File: src/rtl/riscv_mem_pkg.sv
`default_nettype none
// ============================================================================
// Module   : riscv_mem_pkg
// Summary  : Shared types and defaults for the instruction/data memory arbiter.
// Revision : 1.0 - initial release
// ============================================================================
package riscv_mem_pkg;

    typedef enum logic [1:0] {
        IDLE   = 2'd0,
        ACCESS = 2'd1,
        DONE   = 2'd2
    } state_e;

    typedef enum logic {
        GNT_I = 1'b0,
        GNT_D = 1'b1
    } grant_e;

    localparam int c_MEM_LAT_DEFAULT = 2;

endpackage
`default_nettype wire

File: src/rtl/rr_arb2.sv
`default_nettype none
// ============================================================================
// Module   : rr_arb2
// Summary  : Two-way round-robin pick between fetch and data requesters.
// Revision : 1.0 - initial release
// ============================================================================
module rr_arb2
    import riscv_mem_pkg::*;
(
    input  logic   req_i,
    input  logic   req_d,
    input  grant_e last_gnt,
    output grant_e gnt
);

    // On contention the side that was not served last wins.
    always_comb begin
        gnt = GNT_D;
        if (req_i && req_d) begin
            gnt = (last_gnt == GNT_D) ? GNT_I : GNT_D;
        end else if (req_i) begin
            gnt = GNT_I;
        end
    end

endmodule
`default_nettype wire

File: src/rtl/mem_arbiter.sv
`default_nettype none
// ============================================================================
// Module   : mem_arbiter
// Summary  : Shares one fixed-latency memory port between fetch and data sides.
// Revision : 1.0 - initial release
// ============================================================================
module mem_arbiter
    import riscv_mem_pkg::*;
#(
    parameter int MEM_LAT = c_MEM_LAT_DEFAULT
) (
    input  logic        clock,
    input  logic        reset,
    input  logic        i_req,
    input  logic [31:0] i_addr,
    output logic        i_ack,
    output logic [31:0] i_rdata,
    input  logic        d_req,
    input  logic        d_we,
    input  logic [31:0] d_addr,
    input  logic [63:0] d_wdata,
    output logic        d_ack,
    output logic [63:0] d_rdata,
    output logic        m_en,
    output logic        m_wr,
    output logic [31:0] m_addr,
    output logic [63:0] m_wdata,
    input  logic [63:0] m_rdata,
    output logic        busy
);

    localparam logic [3:0] c_CNT_LAST = 4'(MEM_LAT - 1);

    state_e      r_state;
    state_e      w_state_nxt;
    grant_e      r_gnt;
    grant_e      w_gnt;
    logic [3:0]  r_cnt;
    logic [31:0] r_addr;
    logic [63:0] r_wdata;
    logic [31:0] r_i_rdata;
    logic [63:0] r_d_rdata;
    logic        r_m_en, r_m_wr, r_busy, r_i_ack, r_d_ack;
    logic        w_m_en_nxt, w_m_wr_nxt, w_busy_nxt, w_i_ack_nxt, w_d_ack_nxt;
    logic        w_any_req, w_grant, w_last_beat;

    assign w_any_req   = i_req | d_req;
    assign w_grant     = (r_state == IDLE) && w_any_req;
    assign w_last_beat = (r_state == ACCESS) && (r_cnt == c_CNT_LAST);

    // r_gnt doubles as the round-robin pointer; reset value makes D win first.
    rr_arb2 u_rr_arb2 (
        .req_i    (i_req),
        .req_d    (d_req),
        .last_gnt (r_gnt),
        .gnt      (w_gnt)
    );

    always_ff @(posedge clock or negedge reset) begin
        if (!reset) begin
            r_state <= IDLE;
        end else begin
            r_state <= w_state_nxt;
        end
    end

    always_comb begin
        w_state_nxt = r_state;
        unique case (r_state)
            IDLE:    if (w_any_req) w_state_nxt = ACCESS;
            ACCESS:  if (w_last_beat) w_state_nxt = DONE;
            DONE:    w_state_nxt = IDLE;
            default: w_state_nxt = IDLE;
        endcase
    end

    always_comb begin
        w_m_en_nxt  = (w_state_nxt == ACCESS);
        w_busy_nxt  = (w_state_nxt != IDLE);
        w_i_ack_nxt = (w_state_nxt == DONE) && (r_gnt == GNT_I);
        w_d_ack_nxt = (w_state_nxt == DONE) && (r_gnt == GNT_D);
        w_m_wr_nxt  = 1'b0;
        if (w_grant) begin
            w_m_wr_nxt = (w_gnt == GNT_D) && d_we;
        end else if ((r_state == ACCESS) && !w_last_beat) begin
            w_m_wr_nxt = r_m_wr;
        end
    end

    always_ff @(posedge clock or negedge reset) begin
        if (!reset) begin
            r_m_en  <= 1'b0;
            r_m_wr  <= 1'b0;
            r_busy  <= 1'b0;
            r_i_ack <= 1'b0;
            r_d_ack <= 1'b0;
        end else begin
            r_m_en  <= w_m_en_nxt;
            r_m_wr  <= w_m_wr_nxt;
            r_busy  <= w_busy_nxt;
            r_i_ack <= w_i_ack_nxt;
            r_d_ack <= w_d_ack_nxt;
        end
    end

    always_ff @(posedge clock or negedge reset) begin
        if (!reset) begin
            r_cnt     <= '0;
            r_gnt     <= GNT_I;
            r_addr    <= '0;
            r_wdata   <= '0;
            r_i_rdata <= '0;
            r_d_rdata <= '0;
        end else begin
            if ((r_state == ACCESS) && !w_last_beat) begin
                r_cnt <= r_cnt + 4'd1;
            end else begin
                r_cnt <= '0;
            end
            if (w_grant) begin
                r_gnt   <= w_gnt;
                r_addr  <= (w_gnt == GNT_I) ? i_addr : d_addr;
                r_wdata <= d_wdata;
            end
            // Stores leave the load data untouched.
            if (w_last_beat && !r_m_wr) begin
                if (r_gnt == GNT_D) begin
                    r_d_rdata <= m_rdata;
                end else begin
                    r_i_rdata <= r_addr[2] ? m_rdata[63:32] : m_rdata[31:0];
                end
            end
        end
    end

    assign i_ack   = r_i_ack;
    assign d_ack   = r_d_ack;
    assign i_rdata = r_i_rdata;
    assign d_rdata = r_d_rdata;
    assign m_en    = r_m_en;
    assign m_wr    = r_m_wr;
    assign m_addr  = r_addr;
    assign m_wdata = r_wdata;
    assign busy    = r_busy;

endmodule
`default_nettype wire

File: config.mk
export PLATFORM = sky130hd
export DESIGN_NAME = mem_arbiter
export DESIGN_NICKNAME = d
export VERILOG_FILES = /design/src/rtl/riscv_mem_pkg.sv /design/src/rtl/rr_arb2.sv /design/src/rtl/mem_arbiter.sv
export SDC_FILE = /design/constraint.sdc
export NUM_CORES = 1
export LEC_CHECK = 0
export ABC_AREA = 1
export BUFFER_PORTS_ARGS = -buffer_cell sky130_fd_sc_hd__buf_2
export CAP_MARGIN = 15
export CORE_AREA = 2 2 177 179
export CTS_CLUSTER_SIZE = 16
export DETAILED_ROUTE_END_ITERATION = 8
export DIE_AREA = 0 0 179 181
export GPL_ROUTABILITY_DRIVEN = 0
export REMOVE_ABC_BUFFERS = 1
export SLEW_MARGIN = 0
export SYNTH_ARGS = -nofsm -noshare
export SYNTH_HDL_FRONTEND = slang
export SYNTH_SLANG_ARGS = --single-unit
File: constraint.sdc
create_clock -name clock -period 2.9 [get_ports clock]
set_clock_uncertainty 0.2 [all_clocks]
set_input_delay 0.58 -clock clock [delete_from_list [all_inputs] [get_ports clock]]
set_output_delay 0.58 -clock clock [all_outputs]
set_load 0.02 [all_outputs]
==> results.json, run 1 <==
{
  "syn_area_um2": 9030,
  "drt-vias-per-instance": 4.59,
  "synth_top_cell_area_share_pct": 56.5,
  "yosysUniqueCellTypes": 20,
  "num_vias": 8753,
  "worstMarginPinSlew_ns": 1.07,
  "ctsHtreeMaxLevel": 1,
  "tns_ns": 0,
  "start_util_pct": 29.7,
  "total_power_uw": 15000,
  "io_buffers": 393,
  "maxCapViolations": 0,
  "cts_buffers": 23,
  "antenna_found_initial": 5,
  "multiInputGateArea_um2": 3170,
  "synthTopCellsByArea": "dfrtp_1 (57%), nand2_1 (23%), nand4_1 (6.7%)",
  "grt_usage_pct": 17.3,
  "status": "complete, no violations",
  "clk_pin_slew_ns": 0.06,
  "drt_pass1_iterations": 5,
  "setup_viol": 0,
  "relSlewSlack_pct": 28.8,
  "path_class": "reg -> reg",
  "grt_max_degree": 102,
  "ant_nets": 0,
  "busiest_layer": "met2",
  "die_h_um": 181,
  "slew_violations": 0,
  "grt_use_met1_pct": 21.9,
  "synth.largest_area_cell": "dfrtp_1",
  "grt_use_met3_pct": 5.18,
  "min_from": "d_wdata[33]",
  "coreArea_um2": 30300,
  "rr_startpoint": "r_cnt[1]",
  "rsz0062_at_grt": "no",
  "grt_util_met2_pct": 28.4,
  "ys_ff_latch": 204,
  "powerDensity_nw_per_um2": 1230,
  "cp-start-kind": "register",
  "min_delay_worst_endpoint": "m_wdata[33]",
  "wl_mm": 29.0,
  "end_kind": "register",
  "nFillCells": 3135,
  "max-clock-path-buffers": 3,
  "drc_errors": 0,
  "clock_latency_ns": 0.51,
  "r2r_cells": 7,
  "holdBufCountCts": 1,
  "finalCritPeriodShare_pct": 84.6,
  "synth_warnings": 0,
  "layout.nets": 1691,
  "reg2reg_slack_ns": 0.45,
  "syn2layout_area_growth_pct": 35.3,
  "period_minus_slack_ns": 2.45,
  "synth-seq-area-share_pct": 56.5,
  "drive_gt1_share_pct": 31.0,
  "synth_area_per_cell_um2": 8.06,
  "hold_violations": 0,
  "grt_pass1_vias": 8424,
  "max_clock_freq_mhz": 407,
  "core.rowCount": 64,
  "clkSinkCount": 204,
  "worstPathMaxFanout": 64,
  "dieArea_um2": 32400,
  "hold_class": "in -> reg",
  "arrival_ns": 2.64,
  "critical_path_required_ns": 3.08,
  "grt_overflow": 0,
  "drt-initial-drc-count": 478,
  "reg2reg_to": "d_rdata[17]",
  "syn-instance-count": 1120,
  "io_pins": 394,
  "wire_per_inst_um": 15.2,
  "hpwlAfterDp_mm": 20.4,
  "grt_pass1_wl_mm": 45.4,
  "die_w_um": 179,
  "ff_latch_area_um2": 5110,
  "ctsRootBufferMaster": "clkbuf_16",
  "ir_drop_v": 0.000595,
  "cts_setup_buffers": 0,
  "cts_tree": "built",
  "p_leak_uw": 0.00714,
  "antenna_cells": 0,
  "whs_path_depth": 3,
  "post_cts.resized_instances": 0
}
critical path: stages, from the launching register on:
cell	delay (ns)
dfrtp_1	0.40
inv_1	0.06
ha_1	0.15
nand2_1	0.05
nor2_1	0.20
nand4_4	0.81
nand2_1	0.34
nand2_1	0.09
layout make-up:
type | count | area share, %
multi-input combinational | 735 | 25.9
clock buffer | 36 | 5.69
tap | 396 | 4.06
timing repair buffer | 421 | 18.7
inverter | 107 | 3.29
clock inverter | 6 | 0.482
sequential | 204 | 41.8
through the flow:
stage / util, % / setup slack [ns] / hold slack (ns) / cell area (um^2) / std cells
finish: 40.2 / 0.445 / 0.0512 / 12200 / 1905
global route: 40.2 / 0.258 / 0.0335 / 12200 / 1905
CTS: 40.2 / 0.443 / 0.0258 / 12200 / 1905
detailed placement: 37.7 / 0.452 / 0.253 / 11400 / 1862
global placement: 37.7 / 0.547 / 0.249 / 11400 / 1862
floorplan: - / -1.65 / 0.0844 / 8650 / 1046
cell families (layout without fill, tap and decap cells):
group / Yosys count / count (layout) / share of synthesized area [%]
flops: 204 / 204 / 56.5
buf+inv: 181 / 570 / 8.62
compound gates: 35 / 35 / 2.07
xor+xnor: 2 / 2 / 0.194
fa+ha+maj: 2 / 2 / 0.277
simple gates: 696 / 696 / 32.3
layer usage:
metal	part of all wire, %	up-vias
met5	0.24	-
li1	-	4239
met1	41	4059
met3	11	55
met2	46	390
met4	2.8	10
power by group:
part           internal, uW  leakage [uW]  switching [uW]
registers              4270       0.00249             829
logic                  2140       0.00428            4850
clock network          1730      0.000375            1170
registers in the layout (all words and copies together) (netlist names), 2 cells and up:
signal and flops:
d_rdata 64, r_cnt 4, m_addr 32, r_state 2, i_rdata 32, m_wdata 64
worst max-delay path by stage:
stage                  start           to  slack (ns)  depth (start not counted)
global route        r_cnt[1]  d_rdata[17]        0.26                          7
finish              r_cnt[1]  d_rdata[17]        0.45                          7
global placement    r_cnt[1]  d_rdata[10]        0.55                          7
detailed placement  r_cnt[1]  d_rdata[17]        0.45                          7
floorplan              d_req         m_wr       -1.65                          6
CTS                 r_cnt[1]  d_rdata[17]        0.44                          7
cell usage after synthesis, drive strengths merged:
cell type / instances
nand2: 553
dfrtp: 204
inv: 107
nand4: 98
buf: 56
nand3: 35
o21ai: 35
clkbuf: 18
nor2: 10
ha: 2
xnor2: 1
xor2: 1
cell usage in the layout (no fill, tap or decap), types with 2 or more instances in the layout:
master / netlist / layout
buf_12: 0 / 8
buf_2: 46 / 392
buf_4: 5 / 19
clkbuf_1: 18 / 6
clkbuf_16: 0 / 23
clkbuf_8: 0 / 8
clkinv_2: 0 / 4
dfrtp_1: 204 / 202
dfrtp_2: 0 / 2
ha_1: 2 / 2
inv_1: 101 / 101
inv_2: 6 / 6
nand2_1: 553 / 553
nand3_1: 35 / 34
nand4_1: 97 / 97
nor2_1: 9 / 9
o21ai_0: 33 / 33
(Power assumes the default switching activity.)
==> run 2, diff against run 1 <==
==> constraint.sdc (replaced) <==
create_clock -name clock -period 2.55 [get_ports clock]
set_clock_uncertainty 0.2 [all_clocks]
set_input_delay 0.51 -clock clock [delete_from_list [all_inputs] [get_ports clock]]
set_output_delay 0.51 -clock clock [all_outputs]
set_load 0.02 [all_outputs]
==> run 2 against run 1 <==
Against the previous run: combinational power grew 14%; sequential power grew 14%; sequential share of layout area shrank 1.6 points; register-to-register slack gained 0.13 ns; utilization grew 1.6 points; critical path depth shrank 6; via count grew 1.7%; design area grew 4.1%; die area is the same; critical path type is now reg -> out; largest power group unchanged.
==> results.json, run 2 (synthesis gave the netlist of run 1 again) <==
{
  "die_w_um": 179,
  "critical_path_required_ns": 1.84,
  "grt_overflow": 0,
  "cpMaxStageDelayCell": "dfrtp_2",
  "final_cells": 1958,
  "end_kind": "output port",
  "io_buffers": 393,
  "cts_tree": "built",
  "startpoint": "m_addr[2]",
  "drive_gt1_share_pct": 29.4,
  "clkSinkCount": 204,
  "grt_pass1_vias": 8891,
  "drt_pass1_iterations": 4,
  "grt_max_degree": 95,
  "drc_errors": 0,
  "arrival_ns": 1.43,
  "clk_pin_slew_ns": 0.06,
  "cp_cell_sequence": "buf_2",
  "ctsRootBufferMaster": "clkbuf_16",
  "layout_commonest_cell": "nand2_1",
  "finalCritPeriodShare_pct": 83.8,
  "io_pins": 394,
  "layout.nets": 1746,
  "powerDensity_nw_per_um2": 1330,
  "grt_usage_pct": 17.9,
  "drt-initial-drc-count": 527,
  "path_class": "reg -> out",
  "max_stage_delay_ns": 0.65,
  "core.rowCount": 64,
  "rr_startpoint": "r_cnt[1]",
  "wire_per_inst_um": 15.3,
  "die_h_um": 181,
  "status": "complete, no violations",
  "ctsHtreeMaxLevel": 1,
  "cpLargestDelayFamily": "flip-flops",
  "hold_violations": 0,
  "rsz0062_at_grt": "no",
  "final_cell_mix": "nand2_1 (553), buf_2 (392), dfrtp_1 (202), inv_1 (101), nand4_1 (97)",
  "antenna_found_initial": 1,
  "ant_nets": 0,
  "cts_buffers": 23,
  "coreArea_um2": 30300,
  "ir_drop_v": 0.000663,
  "num_vias": 8902,
  "total_power_uw": 16900,
  "grt_pass1_wl_mm": 46.9,
  "syn2layout_area_growth_pct": 40.8,
  "clock_latency_ns": 0.50,
  "path_buf_inv": 1,
  "dieArea_um2": 32400,
  "placedCellCount": 1858,
  "hpwlAfterDp_mm": 20.4,
  "post_cts.resized_instances": 0,
  "worst_slack_ns": 0.414,
  "drt-vias-per-instance": 4.55,
  "worstPathMaxFanout": 20,
  "worstMarginPinSlew_ns": 0.721,
  "cp-start-kind": "register",
  "slew_violations": 0,
  "relSlewSlack_pct": 51.9,
  "reg2reg_slack_ns": 0.58,
  "period_minus_slack_ns": 2.14,
  "tns_ns": 0,
  "p_leak_uw": 0.00733,
  "max_clock_freq_mhz": 468,
  "min_from": "d_wdata[10]",
  "antenna_cells": 0,
  "wl_mm": 30.0,
  "setup_viol": 0,
  "maxCapViolations": 0,
  "hold_class": "in -> reg",
  "start_util_pct": 29.7,
  "pre_cts_ws_ns": 0.564,
  "max-clock-path-buffers": 3
}
-- run 2: worst paths after layout --
| path | cells after the start | to |
|---|---|---|
| worst min register to register | 2 | i_rdata[4] |
| worst max register to register | 8 | d_rdata[22] |
| min in group asynchronous | 2 | d_rdata[47] |
| worst max-delay path | 1 | m_addr[2] |
| max in group asynchronous | 3 | i_rdata[6] |
| worst min-delay path | 3 | m_wdata[10] |
-- run 2: through the flow --
stage	utilization [%]	hold WS (ns)	area (um^2)
6_report	41.9	0.0240	12700
2_1_floorplan	-	0.0144	8650
5_1_grt	41.9	0.0128	12700
3_5_place_dp	37.6	0.254	11400
4_1_cts	41.9	0.0000599	12700
3_3_place_gp	37.6	0.249	11400
-- run 2: metal layers --
metal	wire length [um]	track usage (%)
met1	12700	22.9
met5	0	0
met4	652	4.65
met3	2570	3.98
met2	14100	30.2
-- run 2: worst register-to-register path, cell delays in order (launching register included) --
cell and delay (ns):
dfrtp_1 0.39, inv_1 0.06, ha_1 0.15, nand2_1 0.05
nor2_1 0.19, nand4_4 0.17, buf_4 0.37, nand2_1 0.20
nand2_1 0.06
-- run 2: area by class of cell --
type | instances | area [um^2]
clock inverters | 4 | 26.3
inverters | 107 | 402
repair buffers | 476 | 2850
fillers | 3103 | 17600
well taps | 396 | 495
clock buffers | 36 | 664
flip-flops and latches | 204 | 5110
multi-input cells | 735 | 3170
-- run 2: what timing repair did --
item | CTS | global route
endpoints found under the setup margin | 0 | 0
buffers inserted | 0 | 0
endpoints found under the hold margin | 110 | 0
hold buffers | 60 | 0
-- run 2: where the power goes --
| group | switching, uW | total [uW] | internal (uW) | leakage [uW] |
|---|---|---|---|---|
| Combinational | 5560 | 8000 | 2440 | 0.00450 |
| Clock | 1300 | 3080 | 1780 | 0.000335 |
| Sequential | 953 | 5810 | 4860 | 0.00249 |
